## config.mk

```make
export PLATFORM = sky130hd
export DESIGN_NAME = dma_copy_flat
export DESIGN_NICKNAME = d
export VERILOG_FILES = /design/src/rtl/dma_copy_if.sv /design/src/rtl/dma_copy.sv /design/src/flat_wrapper.sv
export SDC_FILE = /design/constraint.sdc
export NUM_CORES = 1
export LEC_CHECK = 0
export BUFFER_PORTS_ARGS = -buffer_cell sky130_fd_sc_hd__buf_4
export CAP_MARGIN = 20
export CORE_AREA = 4 4 89 70
export CTS_CLUSTER_SIZE = 16
export DETAILED_ROUTE_END_ITERATION = 8
export DIE_AREA = 0 0 93 74
export PLACE_DENSITY = 0.77
export SYNTH_ARGS = -nofsm -noshare
export SYNTH_HDL_FRONTEND = slang
export SYNTH_SLANG_ARGS = --single-unit
```

## constraint.sdc

```tcl
create_clock -name clk -period 4.3 [get_ports clk]
set_input_delay 0.86 -clock clk [delete_from_list [all_inputs] [get_ports clk]]
set_output_delay 0.86 -clock clk [all_outputs]
set_load 0.01 [all_outputs]
```

## src/rtl/dma_copy_if.sv

```systemverilog
// 8-bit memory bus between the DMA initiator and a decoded responder.
// Handshake: the initiator raises exactly one of read/write and holds address
// (and data_out for writes) stable until it samples ready=1 on a rising edge.
// The transfer completes on that edge. Read data is taken from data_in on the
// same edge. Afterwards the initiator keeps both strobes low until it samples
// ready=0. Only then may the next strobe begin, so a responder may hold ready
// high for any number of cycles after the strobe drops.
`timescale 1ns/1ps
interface dma_copy_if;
  logic       read;
  logic       write;
  logic       ready;
  logic [7:0] address;
  logic [7:0] data_in;
  logic [7:0] data_out;

  modport master (
    output read, write, address, data_out,
    input  ready, data_in
  );

  modport slave (
    input  read, write, address, data_out,
    output ready, data_in
  );
endinterface

```

## src/rtl/dma_copy.sv

```systemverilog
// Byte-wise memory-to-memory copy engine. It reads one byte from src+i and
// writes it to dst+i. Every strobe waits for ready, with a timeout. Each
// strobe is followed by a gap state that waits for the responder to release
// ready.
`timescale 1ns/1ps
module dma_copy #(
  parameter int unsigned timeout = 16
) (
  input  logic       clk,
  input  logic       reset,
  input  logic       start,
  input  logic [7:0] src,
  input  logic [7:0] dst,
  input  logic [7:0] len,
  output logic       busy,
  output logic       done,
  output logic       error,
  output logic [2:0] state_dbg,
  dma_copy_if.master bus
);

  typedef enum logic [2:0] {
    S_IDLE   = 3'd0,
    S_RD_REQ = 3'd1,
    S_RD_GAP = 3'd2,
    S_WR_REQ = 3'd3,
    S_WR_GAP = 3'd4,
    S_FINISH = 3'd5
  } state_t;

  // Value of the wait counter on the last cycle a strobe may wait without ready.
  localparam logic [7:0] TMO_LAST = 8'(timeout - 1);

  state_t     state;
  state_t     state_n;
  logic [7:0] src_r;
  logic [7:0] dst_r;
  logic [7:0] len_r;
  logic [7:0] idx;
  logic [7:0] idx_inc;
  logic [7:0] buf_r;
  logic [7:0] wcnt;
  logic       error_r;

  assign idx_inc   = idx + 8'd1;
  assign state_dbg = state;

  // State register.
  always_ff @(posedge clk) begin
    if (reset) state <= S_IDLE;
    else       state <= state_n;
  end

  // Next-state decode, including the strobe timeouts.
  always_comb begin
    state_n = state;
    case (state)
      S_IDLE:   if (start) state_n = (len != 8'd0) ? S_RD_REQ : S_FINISH;
      S_RD_REQ: begin
        if (bus.ready)             state_n = S_RD_GAP;
        else if (wcnt == TMO_LAST) state_n = S_FINISH;
      end
      S_RD_GAP: if (!bus.ready) state_n = S_WR_REQ;
      S_WR_REQ: begin
        if (bus.ready)             state_n = S_WR_GAP;
        else if (wcnt == TMO_LAST) state_n = S_FINISH;
      end
      S_WR_GAP: if (!bus.ready) state_n = (idx_inc == len_r) ? S_FINISH : S_RD_REQ;
      S_FINISH: state_n = S_IDLE;
      default:  state_n = S_IDLE;
    endcase
  end

  // Latched parameters, byte buffer, byte index, wait counter and sticky error.
  always_ff @(posedge clk) begin
    if (reset) begin
      src_r   <= 8'h00;
      dst_r   <= 8'h00;
      len_r   <= 8'h00;
      idx     <= 8'h00;
      buf_r   <= 8'h00;
      wcnt    <= 8'h00;
      error_r <= 1'b0;
    end else begin
      // The counter is idle at zero outside the strobe states, so each strobe
      // starts its wait from zero.
      wcnt <= 8'h00;
      case (state)
        S_IDLE: begin
          if (start) begin
            src_r   <= src;
            dst_r   <= dst;
            len_r   <= len;
            idx     <= 8'h00;
            error_r <= 1'b0;
          end
        end
        S_RD_REQ: begin
          if (bus.ready)             buf_r   <= bus.data_in;
          else if (wcnt == TMO_LAST) error_r <= 1'b1;
          else                       wcnt    <= wcnt + 8'd1;
        end
        S_WR_REQ: begin
          if (!bus.ready && wcnt == TMO_LAST) error_r <= 1'b1;
          else if (!bus.ready)                wcnt    <= wcnt + 8'd1;
        end
        S_WR_GAP: if (!bus.ready) idx <= idx_inc;
        default: ;
      endcase
    end
  end

  // Moore outputs. Address and data are forced to zero while their strobe is low.
  always_comb begin
    bus.read     = 1'b0;
    bus.write    = 1'b0;
    bus.address  = 8'h00;
    bus.data_out = 8'h00;
    busy         = (state != S_IDLE);
    done         = (state == S_FINISH);
    error        = error_r;
    case (state)
      S_RD_REQ: begin
        bus.read    = 1'b1;
        bus.address = src_r + idx;
      end
      S_WR_REQ: begin
        bus.write    = 1'b1;
        bus.address  = dst_r + idx;
        bus.data_out = buf_r;
      end
      default: ;
    endcase
  end

endmodule
```

## src/flat_wrapper.sv

```systemverilog
// flat-port wrapper written by rule: the top's interface ports become plain ports
module dma_copy_flat 
#(
  parameter int unsigned timeout = 16
)
  (clk, reset, start, src, dst, len, busy, done, error, state_dbg, bus_read, bus_write, bus_address, bus_data_out, bus_ready, bus_data_in);
  dma_copy_if bus_i ();
  input  logic clk;
  input  logic reset;
  input  logic start;
  input  logic [7:0] src;
  input  logic [7:0] dst;
  input  logic [7:0] len;
  output logic busy;
  output logic done;
  output logic error;
  output logic [2:0] state_dbg;
  output wire logic [$bits(bus_i.read)-1:0] bus_read;
  output wire logic [$bits(bus_i.write)-1:0] bus_write;
  output wire logic [$bits(bus_i.address)-1:0] bus_address;
  output wire logic [$bits(bus_i.data_out)-1:0] bus_data_out;
  input wire logic [$bits(bus_i.ready)-1:0] bus_ready;
  input wire logic [$bits(bus_i.data_in)-1:0] bus_data_in;
  assign bus_read = bus_i.read;
  assign bus_write = bus_i.write;
  assign bus_address = bus_i.address;
  assign bus_data_out = bus_i.data_out;
  assign bus_i.ready = bus_ready;
  assign bus_i.data_in = bus_data_in;
  dma_copy #(.timeout(timeout)) u_core (.clk(clk), .reset(reset), .start(start), .src(src), .dst(dst), .len(len), .busy(busy), .done(done), .error(error), .state_dbg(state_dbg), .bus(bus_i));
endmodule
```

# Yosys cells after proc, flatten, opt, wreduce, memory -nomap -nowiden

Cells that the tools add are included.

Add/sub/neg operators: 4
Eq/ne operators: 13
Multiplexer cells: 26
Reductions and logical operators: 12

Operator list:

| cell                                                  | number |
|---|---|
| two-way mux 8 bit                                     | 7 |
| one-hot mux 8 bit (2 select lines)                    | 3 |
| two-way mux 3 bit                                     | 8 |
| adder 8 x 1 -> 8 bit, second input constant           | 2 |
| adder 8 bit                                           | 2 |
| one-hot mux 3 bit (5 select lines)                    | 1 |
| equality test 8 x 4 -> 1 bit, second input constant   | 1 |
| equality test 8 bit                                   | 1 |
| inequality test 2 bit, second input constant          | 4 |
| nonzero test 8 bit                                    | 1 |
| equality test 3 x 2 -> 1 bit, second input constant   | 2 |
| equality test 3 bit, second input constant            | 2 |
| two-way mux 1 bit                                     | 6 |
| AND reduction 3 bit                                   | 2 |
| nonzero test 3 bit                                    | 2 |
| AND reduction 5 bit                                   | 1 |
| inequality test 2 x 1 -> 1 bit, second input constant | 2 |
| AND reduction 2 bit                                   | 2 |
| equality test 3 x 1 -> 1 bit, second input constant   | 1 |
| zero test 3 bit                                       | 1 |
| one-hot mux 1 bit (3 select lines)                    | 1 |
| nonzero test 2 bit                                    | 1 |
| logical AND 1 bit                                     | 1 |
| zero test 1 bit                                       | 1 |

Register bits after elaboration: 52
Input bits: 36
Output and inout port bits: 24

# Depth between registers and ports, before layout

Gate-level depths: netlist (run 1).

Depth in word-level cells: 5
Gate-level depth with buffers: 13
Mapped depth without buffers: 12

# Worst setup path before layout (run 1)

No wires, ideal clock.

Kind: register to output
Start point: register u_core.state[0], in the netlist u_core.state_dbg[0]
End point: output bus_address[6]
Arrival: 2710 ps
Data required time: 3440 ps
Path slack: 730 ps
Stages on the path, launching flop included: 14
Buffers on the path: 1
Path through: dfxtp_1 -> clkbuf_1 -> nor2b_1 -> nand2_1 -> mux2_2 -> ha_1 -> inv_1 -> fa_1 -> nor2b_1 -> o21ai_0 -> a21oi_1 -> o21a_1 -> nor3_1 -> nor3_1

Longest elaborated chain between the ends: 2
Elaborated cells on any way between the ends: 3
Those cells by class: 2 x eq/ne; 1 x mux

RTL lines:

| item                                                                                | line               | RTL |
|---|---|---|
| start, declared                                                                     | dma_copy.sv:34     | `state_t state;` |
| start signal, assigned                                                              | dma_copy.sv:51     | `else state <= state_n;` |
| equality test 3 x 2 -> 1 bit / equality test 3 x 1 -> 1 bit (equally long branches) | dma_copy.sv:122    | `case (state)` |
| one-hot mux 8 bit (2 select lines) (*)                                              | dma_copy.sv:122    |  |
| end, declared                                                                       | flat_wrapper.sv:20 | `output wire logic [$bits(bus_i.address)-1:0] bus_address;` |

Every way passes the cells marked *; elsewhere a longest branch is shown, timed or not.

# Final worst setup path (run 1)

Start point: register u_core.state[0], in the netlist u_core.state_dbg[0]
End point: output bus_address[7]

The elaborated chain is that of the path after synthesis.

==> qor.txt, run 1 <==
Status = complete, no violations
Share of cells above drive strength 1 = 22.1%
CP Capture Type = output port
Total wire length = 6.74 mm
Yosys warning total = 0
Layout Skew = 0.00385 ns
Ant. Diodes = 0
CTS clk-pin slew, worst paths = 0.09 ns
Htree depth = 2
Num rows = 23
Post-Layout Cell Count = 477
Dominant synthesized flop cell = dfxtp_1
1st-pass router iterations = 4
EDFF count, synth = 0
WP data arrival = 3.04 ns
Die span in x = 93 µm
Max Slew Vio Count = 0
Tot Pwr = 1100 µW
Tcrit/Tclk final = 90.6%
Clk sink count = 52
Vias in the first global route = 2542
Port Buffers = 59
Syn Std Cell Area = 2800 µm²
Max-Cap Viols = 0
Startpoint Class = flip-flop
Vias = 2596
CTS tree = built
P per Cell Area = 324 nW/µm²
DRT iter0 DRCs = 138
Post-layout net count = 447
Distinct cell type count after synthesis = 45
Seq/Total Area, Yosys = 37.2%
Fin. Hold Viols = 0
Initial core utilization = 52.8%
Area growth, synth to finish = 21.6%
Routability Congestion = 0.902
Max-slew headroom = 40.5%
Mean Syn Cell Area = 7.96 µm²
Min Tclk post-route = 3.90 ns
Clk buf depth = 2
Required @ worst endpoint = 3.44 ns
Leak Pwr = 0.00140 µW
Largest net degree at the start of global routing = 48
Worst slew pin tran = 0.891 ns
Area after DPL = 3280 µm²
Setup slack at placement = 0.453 ns
Placed Instances = 469
Initial antenna violation count = 0
Die height = 74 µm
Worst skew pair latency = 0.31 ns
CP Max Fanout = 11
CTS Buf Count = 5
Worst Setup Path Type = flip-flop to output port
Final instance area = 3400 µm²
Final setup violating endpoints = 0
DR DRC count = 0
Die ar. = 6880 µm²
# IOs = 60
Peak VDD IR = 0.207 mV
Post-cts hold buffer count = 0
Hold Path Class = flip-flop to flip-flop
Final TNS setup = 0 ns
RSZ-0062 raised after global routing = false
Register bit total from synthesis = 52
Achievable Freq = 0.257 GHz
Final ANT Viol Nets = 0
Final worst setup slack = 0.403 ns
CTS Root Cell = clkbuf_8
Total track usage = 20.3%
First-pass GRT wire length = 11.2 mm
Fraction of registers with async set/reset = 0%
Gr ovfl total = 0
Drt wl/cell = 14.1 µm
Syn Nets = 397
Core box area = 5300 µm²
Post-Syn Instances = 351
DP Wirelength = 4.93 mm
DR vias/cell = 5.44
==> per-stage QoR <==
stage | hold slack (ns) | utilization, %
6_report | 0.459 | 64.2
5_1_grt | 0.478 | 64.2
4_1_cts | 0.461 | 64.0
3_3_place_gp | 0.440 | 61.9
3_5_place_dp | 0.448 | 61.9
2_1_floorplan | 0.426 | -
==> area by class of cell <==
class	instances	area, µm²
inverter	12	45.0
multi-input combinational	267	1630
clock buffer	5	68.8
sequential	52	1040
clock inverter	3	42.5
timing repair buffer	63	473
tap	75	93.8
fill	484	1900
==> path summary, 6_finish.rpt <==
kind                            cells past startpoint         endpoint  slack (ns)                start
worst max-delay path                               11   bus_address[7]        0.40  u_core.state_dbg[0]
worst min-delay path                                2  u_core.src_r[1]        0.46      u_core.src_r[1]
worst max register to register                      6  u_core.buf_r[1]        2.12  u_core.state_dbg[2]
worst min register to register                      2  u_core.src_r[1]        0.46      u_core.src_r[1]
==> sequential cells by signal (all words and copies together) (netlist names) <==
name	cells
u_core.buf_r	8
u_core.dst_r	8
u_core.idx	8
u_core.len_r	8
u_core.src_r	8
u_core.wcnt	8
u_core.state_dbg	3
u_core.error	1
==> worst max-delay path, cell delays in order (launching register included) <==
cell	delay, ns
dfxtp_1	0.35
nor2b_4	0.25
nand2_1	0.24
mux2_2	0.36
ha_1	0.29
a21o_1	0.18
a21oi_1	0.23
o22ai_1	0.14
o41ai_1	0.32
xnor2_1	0.16
nor2_1	0.05
buf_4	0.16
==> power breakdown <==
group	internal (µW)	switching (µW)
Combinational	99.2	133
Clock	172	168
Sequential	510	18.2
Total	782	319
==> synthesized netlist by cell type, types with 4 or more instances <==
| master | n | area, µm² |
|---|---|---|
| xnor2_1 | 9 | 78.8 |
| and3_1 | 9 | 56.3 |
| a21oi_1 | 40 | 200 |
| nor2_1 | 37 | 139 |
| nand3_1 | 8 | 40.0 |
| nor3_1 | 13 | 65.1 |
| nor4_1 | 5 | 31.3 |
| nand2_1 | 59 | 221 |
| mux2_2 | 7 | 78.8 |
| inv_1 | 12 | 45.0 |
| dfxtp_1 | 52 | 1040 |
| mux2i_1 | 9 | 90.1 |
| xor2_1 | 9 | 78.8 |
| nor2b_1 | 4 | 25.0 |
| ha_1 | 9 | 113 |
| buf_2 | 6 | 30.0 |
| o21ai_0 | 9 | 45.0 |
| clkbuf_1 | 14 | 52.6 |
==> per-layer routing <==
layer / vias up / GRT usage [%] / part of all wire (%)
met5: - / 0 / 0
met3: 11 / 4.65 / 6.5
met1: 1198 / 25.7 / 46
met2: 80 / 34.8 / 46
met4: 0 / 6.83 / 1.5
li1: 1307 / - / -
==> cell families after synthesis <==
kind of cell             Yosys count  share of synthesized area, %
AND/OR/NAND/NOR                  154                          26.1
XOR/XNOR                          20                          6.80
adder cells (fa/ha/maj)           10                          4.74
buffers and inverters             32                          4.57
AO/OA/AOI/OAI                     67                          14.5
flip-flops                        52                          37.2
multiplexers                      16                          6.04
==> cell usage in the layout (no fill, tap or decap), types with 2 or more instances in the layout <==
cell,n
a21o_1,3
a21oi_1,40
a31oi_1,3
and2_1,3
and3_1,9
buf_4,63
clkbuf_8,5
dfxtp_1,52
ha_1,9
inv_1,12
mux2_2,7
mux2i_1,9
nand2_1,59
nand3_1,8
nand4_1,3
nand4b_1,2
nor2_1,37
nor2b_1,3
nor3_1,13
nor4_1,5
o21a_1,2
o21ai_0,9
or4_1,3
xnor2_1,9
xnor2_2,2
xor2_1,9
==> timing repair <==
action | CTS | global route
buffers inserted | 0 | 0
resized for setup | 0 | 2
endpoints found under the setup margin | 0 | 4
Note: power is estimated with default switching activity, not from simulation.
==> run 2, diff against run 1 <==
==> constraint.sdc (replaced) <==
create_clock -name clk -period 4.3 [get_ports clk]
set_input_delay 0.86 -clock clk [delete_from_list [all_inputs] [get_ports clk]]
set_output_delay 0.86 -clock clk [all_outputs]
set_load 0.02 [all_outputs]
==> run 2 against run 1 <==
  * Routed wire length increased by 1.0%
  * Largest cell class unchanged
  * Final area down 0.37%
  * Worst setup slack lost 0.0031 ns
  * Clock power down 4%
  * First-iteration DRC count increased by 41%
  * Highest routed layer unchanged
  * Maximum frequency about the same
  * Power down 0.50%
  * Sequential cell count did not move
  * Hold slack improved by 0.0019 ns
  * Combinational power increased by 4%
  * Register-to-register slack about the same
  * Largest power group unchanged
  * Non-clock buffer count did not move
==> qor.txt, run 2 (synthesis gave the netlist of run 1 again) <==
Status = complete, no violations
Ant. Diodes = 0 (unchanged)
Final instance area = 3390 µm² (-0.37%)
Layout Skew = 0.00476 ns (+0.000911 ns)
CTS tree = built
Post-cts hold buffer count = 0 (unchanged)
Port Buffers = 59 (unchanged)
Final ANT Viol Nets = 0 (unchanged)
Leak Pwr = 0.00139 µW (-0.29%)
Min Tclk post-route = 3.90 ns (+0.00311 ns)
Area growth, synth to finish = 21.1%
Clk buf depth = 2 (unchanged)
Achievable Freq = 0.256 GHz (about the same)
Core box area = 5300 µm² (unchanged)
Commonest non-fill, non-tap cells in the layout = buf_4 (63), nand2_1 (59), dfxtp_1 (52)
Peak VDD IR = 0.205 mV (-1.2%)
DP Wirelength = 5.00 mm (+1.5%)
Vias = 2622 (+1.0%)
Routability Congestion = 0.903 (about the same)
Fin. Hold Viols = 0 (unchanged)
Clk sink count = 52 (unchanged)
Hold Path Class = flip-flop to flip-flop
CP Max Fanout = 11 (unchanged)
WP data arrival = 3.04 ns (about the same)
Largest net degree at the start of global routing = 48 (unchanged)
Max-slew headroom = 41.6% (+1.2 points)
Initial core utilization = 52.8% (unchanged)
Num rows = 23 (unchanged)
Max Slew Vio Count = 0 (unchanged)
CTS Buf Count = 5 (unchanged)
CP Capture Type = output port
Die ar. = 6880 µm² (unchanged)
1st-pass router iterations = 4 (unchanged)
DR vias/cell = 5.52 (+1.4%)
Max-Cap Viols = 0 (unchanged)
RSZ-0062 raised after global routing = false
Total wire length = 6.81 mm (+1.0%)
Final setup violating endpoints = 0 (unchanged)
Worst Setup Path Type = flip-flop to output port
Total track usage = 20.7% (+0.39 points)
Gr ovfl total = 0 (unchanged)
First-pass GRT wire length = 11.5 mm (+2.1%)
Tcrit/Tclk final = 90.7% (about the same)
Worst slew pin tran = 0.874 ns (-0.0173 ns)
CTS Root Cell = clkbuf_8
Area after DPL = 3280 µm² (unchanged)
Fillers = 477 (-1.4%)
Htree depth = 2 (unchanged)
Required @ worst endpoint = 3.44 ns (about the same)
Commonest non-fill, non-tap cell in the layout = buf_4
P per Cell Area = 323 nW/µm² (-0.14%)
Startpoint Class = flip-flop
Die height = 74 µm (unchanged)
DRT iter0 DRCs = 194 (+41%)
Initial antenna violation count = 0 (unchanged)
DR DRC count = 0 (unchanged)
# IOs = 60 (unchanged)
Die span in x = 93 µm (unchanged)
Share of cells above drive strength 1 = 21.8% (-0.39 points)
Worst skew pair latency = 0.31 ns (about the same)
Final TNS setup = 0 ns (unchanged)
CTS clk-pin slew, worst paths = 0.09 ns (about the same)
Vias in the first global route = 2607 (+2.6%)
Post-layout net count = 447 (unchanged)
Drt wl/cell = 14.3 µm (+1.4%)
[run 2: per-stage QoR]
| step | util (%) | power, µW | setup slack [ns] | cells | hold slack [ns] |
|---|---|---|---|---|---|
| 2_1_floorplan | - | 695 | 0.456 | 351 | 0.426 |
| 3_5_place_dp | 61.9 | 777 | 0.394 | 469 | 0.448 |
| 4_1_cts | 63.8 | 1100 | 0.0378 | 475 | 0.461 |
| 3_3_place_gp | 61.9 | 770 | 0.472 | 469 | 0.440 |
| 5_1_grt | 63.9 | 1150 | 0.0699 | 475 | 0.482 |
| 6_report | 63.9 | 1100 | 0.400 | 475 | 0.460 |
[run 2: critical path, cell delays in order, from the launching register on]
cell and delay, ns:
dfxtp_1 0.34, nor2b_4 0.25, nand2_1 0.24, mux2_2 0.35
ha_1 0.27, a21o_1 0.18, a21oi_1 0.23, o22ai_1 0.14
o41ai_1 0.32, xnor2_1 0.17, nor2_1 0.06, buf_4 0.17
[run 2: area by class of cell]
| cell class | count | area (µm²) | share of cell area [%] |
|---|---|---|---|
| well taps | 75 | 93.8 | 2.77 |
| clock inverters | 1 | 30.0 | 0.887 |
| repair buffers | 63 | 473 | 14.0 |
| clock buffers | 5 | 68.8 | 2.03 |
| multi-input cells | 267 | 1630 | 48.3 |
| inverters | 12 | 45.0 | 1.33 |
| flip-flops and latches | 52 | 1040 | 30.7 |
[run 2: path summary, 6_finish.rpt]
check	cells after the start	slack, ns	startpoint	endpoint
max	11	0.40	u_core.state_dbg[0]	bus_address[7]
min reg2reg	2	0.46	u_core.src_r[6]	u_core.src_r[6]
max reg2reg	6	2.12	u_core.state_dbg[2]	u_core.buf_r[7]
min	2	0.46	u_core.src_r[6]	u_core.src_r[6]
[run 2: repair_timing]
action / CTS / global route
endpoints found under the setup margin: 0 / 4
resized for setup: 0 / 2
buffers inserted: 0 / 0
hold endpoints to repair: 0 / 0
[run 2: per-layer routing]
layer	share of wire (%)	vias up	global-route usage [%]
met2	45	98	34.6
met3	6.6	12	4.95
li1	-	1309	-
met1	47	1203	26.7
met4	1.7	0	7.15
met5	0	-	0
[run 2: where the power goes]
part / switching [µW] / leakage (µW) / internal [µW]
Sequential: 18.0 / 0.000423 / 510
Clock: 158 / 0.0000501 / 167
Combinational: 142 / 0.000918 / 99.5
==> run 3, diff against run 2 <==
--- a/config.mk
+++ b/config.mk
@@ -11,7 +11,7 @@
 export CTS_CLUSTER_SIZE = 16
 export DETAILED_ROUTE_END_ITERATION = 8
 export DIE_AREA = 0 0 93 74
-export PLACE_DENSITY = 0.77
+export PLACE_DENSITY = 0.76
 export SYNTH_ARGS = -nofsm -noshare
 export SYNTH_HDL_FRONTEND = slang
 export SYNTH_SLANG_ARGS = --single-unit
==> run 3 against run 2 <==
  * Sequential cell count did not move
  * Register-to-register slack improved by 0.05 ns
  * First-iteration DRC count down 11%
  * Combinational power about the same
  * Hold slack lost 0.0041 ns
  * Power grew 0.83%
  * Maximum frequency down 1.8%
  * Sequential power about the same
  * Non-clock buffer count is 1 lower
  * Clock skew is 0.00054 ns higher
  * Critical path depth stayed put
  * Critical path type unchanged
  * Highest routed layer unchanged
==> qor.txt, run 3 (synthesis gave the netlist of run 1 again) <==
Status = complete, no violations
CTS tree = built
Achievable Freq = 0.252 GHz (-1.8%)
P per Cell Area = 326 nW/µm² (+0.76%)
DR DRC count = 0 (unchanged)
Final setup violating endpoints = 0 (unchanged)
Die height = 74 µm (unchanged)
RSZ-0062 raised after global routing = false
Routability Congestion = 0.895 (-0.86%)
Clock group share of total power = 30.3% (+0.6 points)
Reg power frac = 48.0% (-0.2 points)
Hold Path Class = flip-flop to flip-flop
Share of cells above drive strength 1 = 21.9% (+0.20 points)
CTS clk-pin slew, worst paths = 0.10 ns (about the same)
Port Buffers = 59 (unchanged)
Largest net degree at the start of global routing = 48 (unchanged)
Leak Pwr = 0.00139 µW (about the same)
CTS Buf Count = 5 (unchanged)
Final instance area = 3390 µm² (about the same)
Core box area = 5300 µm² (unchanged)
Slowest Stage Delay on Critical Path = 0.48 ns (+0.13 ns)
Worst hold path depth = 2 (unchanged)
Startpoint Class = flip-flop
Die span in x = 93 µm (unchanged)
Sw Share = 29.2% (+0.12 points)
Num rows = 23 (unchanged)
Worst path cell trace = nor2b_4, nand2_1, mux2_2, ha_1, a21o_1, a21oi_1, o22ai_1, o41ai_1, xnor2_1, nor2_1, buf_4
Initial core utilization = 52.8% (unchanged)
CP Max Fanout = 12 (+1)
Final TNS setup = 0 ns (unchanged)
DR WL met3 = 510 µm (+13%)
Psw = 322 µW (+1.3%)
Worst hold endpoint = u_core.dst_r[2]
Tcrit/Tclk final = 92.3% (+1.7 points)
Setup bufs post-CTS = 0 (unchanged)
Required @ worst endpoint = 3.44 ns (about the same)
Worst slew pin tran = 0.943 ns (+0.0699 ns)
Min Tclk post-route = 3.97 ns (+0.0711 ns)
DR vias/cell = 5.39 (-2.3%)
Commonest non-fill, non-tap cell in the layout = buf_4
Htree depth = 2 (unchanged)
Initial antenna violation count = 0 (unchanged)
Final ANT Viol Nets = 0 (unchanged)
Placed Instances = 468 (-0.21%)
Ant. Diodes = 0 (unchanged)
Fin. Hold Viols = 0 (unchanged)
CP Capture Type = output port
Met1 wire length = 3.36 mm (+4.8%)
Post-cts hold buffer count = 0 (unchanged)
Worst hold start = u_core.dst_r[2]
Clk buf depth = 2 (unchanged)
Max Slew Vio Count = 0 (unchanged)
Vias in the first global route = 2383 (-8.6%)
Tot Pwr = 1100 µW (+0.83%)
Reg2reg end = u_core.state_dbg[2]
Worst reg2reg path startpoint = u_core.idx[0]
First-pass GRT wire length = 11.4 mm (-0.72%)
CP max-delay cell = dfxtp_2
Total wire length = 6.89 mm (+1.2%)
Highest metal used = met4
Worst Setup Path Type = flip-flop to output port
Area after DPL = 3270 µm² (-0.23%)
Routed length on met2 = 2.94 mm (-3.0%)
DRT iter0 DRCs = 173 (-11%)
Gate power share = 21.7% (-0.3 points)
Post-layout net count = 446 (-0.22%)
Worst skew pair latency = 0.30 ns (about the same)
1st-pass router iterations = 4 (unchanged)
Area growth, synth to finish = 21.2% (about the same)
Layout Skew = 0.00531 ns (+0.000542 ns)
Clk sink count = 52 (unchanged)
Max-Cap Viols = 0 (unchanged)
CTS Root Cell = clkbuf_8
Drt wl/cell = 14.5 µm (+0.96%)
WP data arrival = 3.11 ns (+0.07 ns)
Post-Layout Cell Count = 476 (+0.21%)
Total track usage = 20.7% (about the same)
Max-slew headroom = 36.9% (-4.7 points)
R2R depth = 7 (+1)
Gr ovfl total = 0 (unchanged)
Die ar. = 6880 µm² (unchanged)
Vias = 2567 (-2.1%)
Commonest non-fill, non-tap cells in the layout = buf_4 (62), nand2_1 (59), dfxtp_1 (51)
# IOs = 60 (unchanged)
Peak VDD IR = 0.277 mV (+35%)
Power Internal = 782 µW (+0.66%)
DP Wirelength = 4.97 mm (-0.69%)
R2R Setup Slk = 2.17 ns (+0.05 ns)
-- run 3: changes by cell type in the layout (fill, tap and decap cells not counted) --
cell      delta
clkinv_2     +1
dfxtp_2      +1
dfxtp_1      -1
buf_4        -1
clkbuf_1     +1
-- run 3: power by group through the flow --
stage                     logic [µW]  registers (µW)  clock network [µW]
after global placement           232             539                   0
after global routing             264             534                 361
after detailed placement         236             540                   0
after floorplan                  156             539                   0
after CTS                        238             529                 335
final                            240             530                 335
-- run 3: worst max-delay path, delay by kind of cell (launching register included) --
kind                       cells  cell delay [ns]
DFF                            1             0.48
adders and majority gates      1             0.28
muxes                          1             0.40
xor gates and xnor gates       1             0.16
buffers and inverters          1             0.17
and+or+nand+nor                3             0.45
AOI/OAI and AO/OA              4             0.86
-- run 3: worst max-delay path by stage --
| stage | from | to | cells past startpoint |
|---|---|---|---|
| finish | u_core.state_dbg[2] | bus_address[7] | 11 |
| global route | u_core.state_dbg[2] | bus_address[7] | 11 |
| CTS | u_core.state_dbg[2] | bus_address[7] | 11 |
| detailed placement | u_core.state_dbg[2] | bus_address[7] | 11 |
| global placement | u_core.state_dbg[2] | bus_address[7] | 11 |
| floorplan | u_core.state_dbg[0] | bus_address[6] | 13 |
-- run 3: through the flow --
step	hold slack (ns)	util (%)	setup WS, ns
after floorplan	0.426	-	0.456
after global placement	0.439	61.8	0.367
after detailed placement	0.444	61.8	0.248
after CTS	0.458	63.9	0.160
after global routing	0.491	64.0	0.0621
final	0.456	64.0	0.329
-- run 3: routing by layer --
layer  vias to the layer above  global-route usage [%]
li1                       1307                       -
met1                      1171                    30.1
met2                        81                    30.8
met3                         8                    4.95
met4                         0                    5.85
met5                         -                       0
-- run 3: what timing repair did --
action,CTS,global route
endpoints found under the hold margin,0,0
gates cloned,0,0
gates resized for setup,1,2
setup endpoints to repair,2,2
-- run 3: cell type report --
cell class | instances | area, µm²
sequential | 52 | 1040
clock buffer | 6 | 72.6
inverter | 12 | 45.0
fill | 475 | 1910
multi-input combinational | 267 | 1630
timing repair buffer | 62 | 465
tap | 75 | 93.8
clock inverter | 2 | 35.0
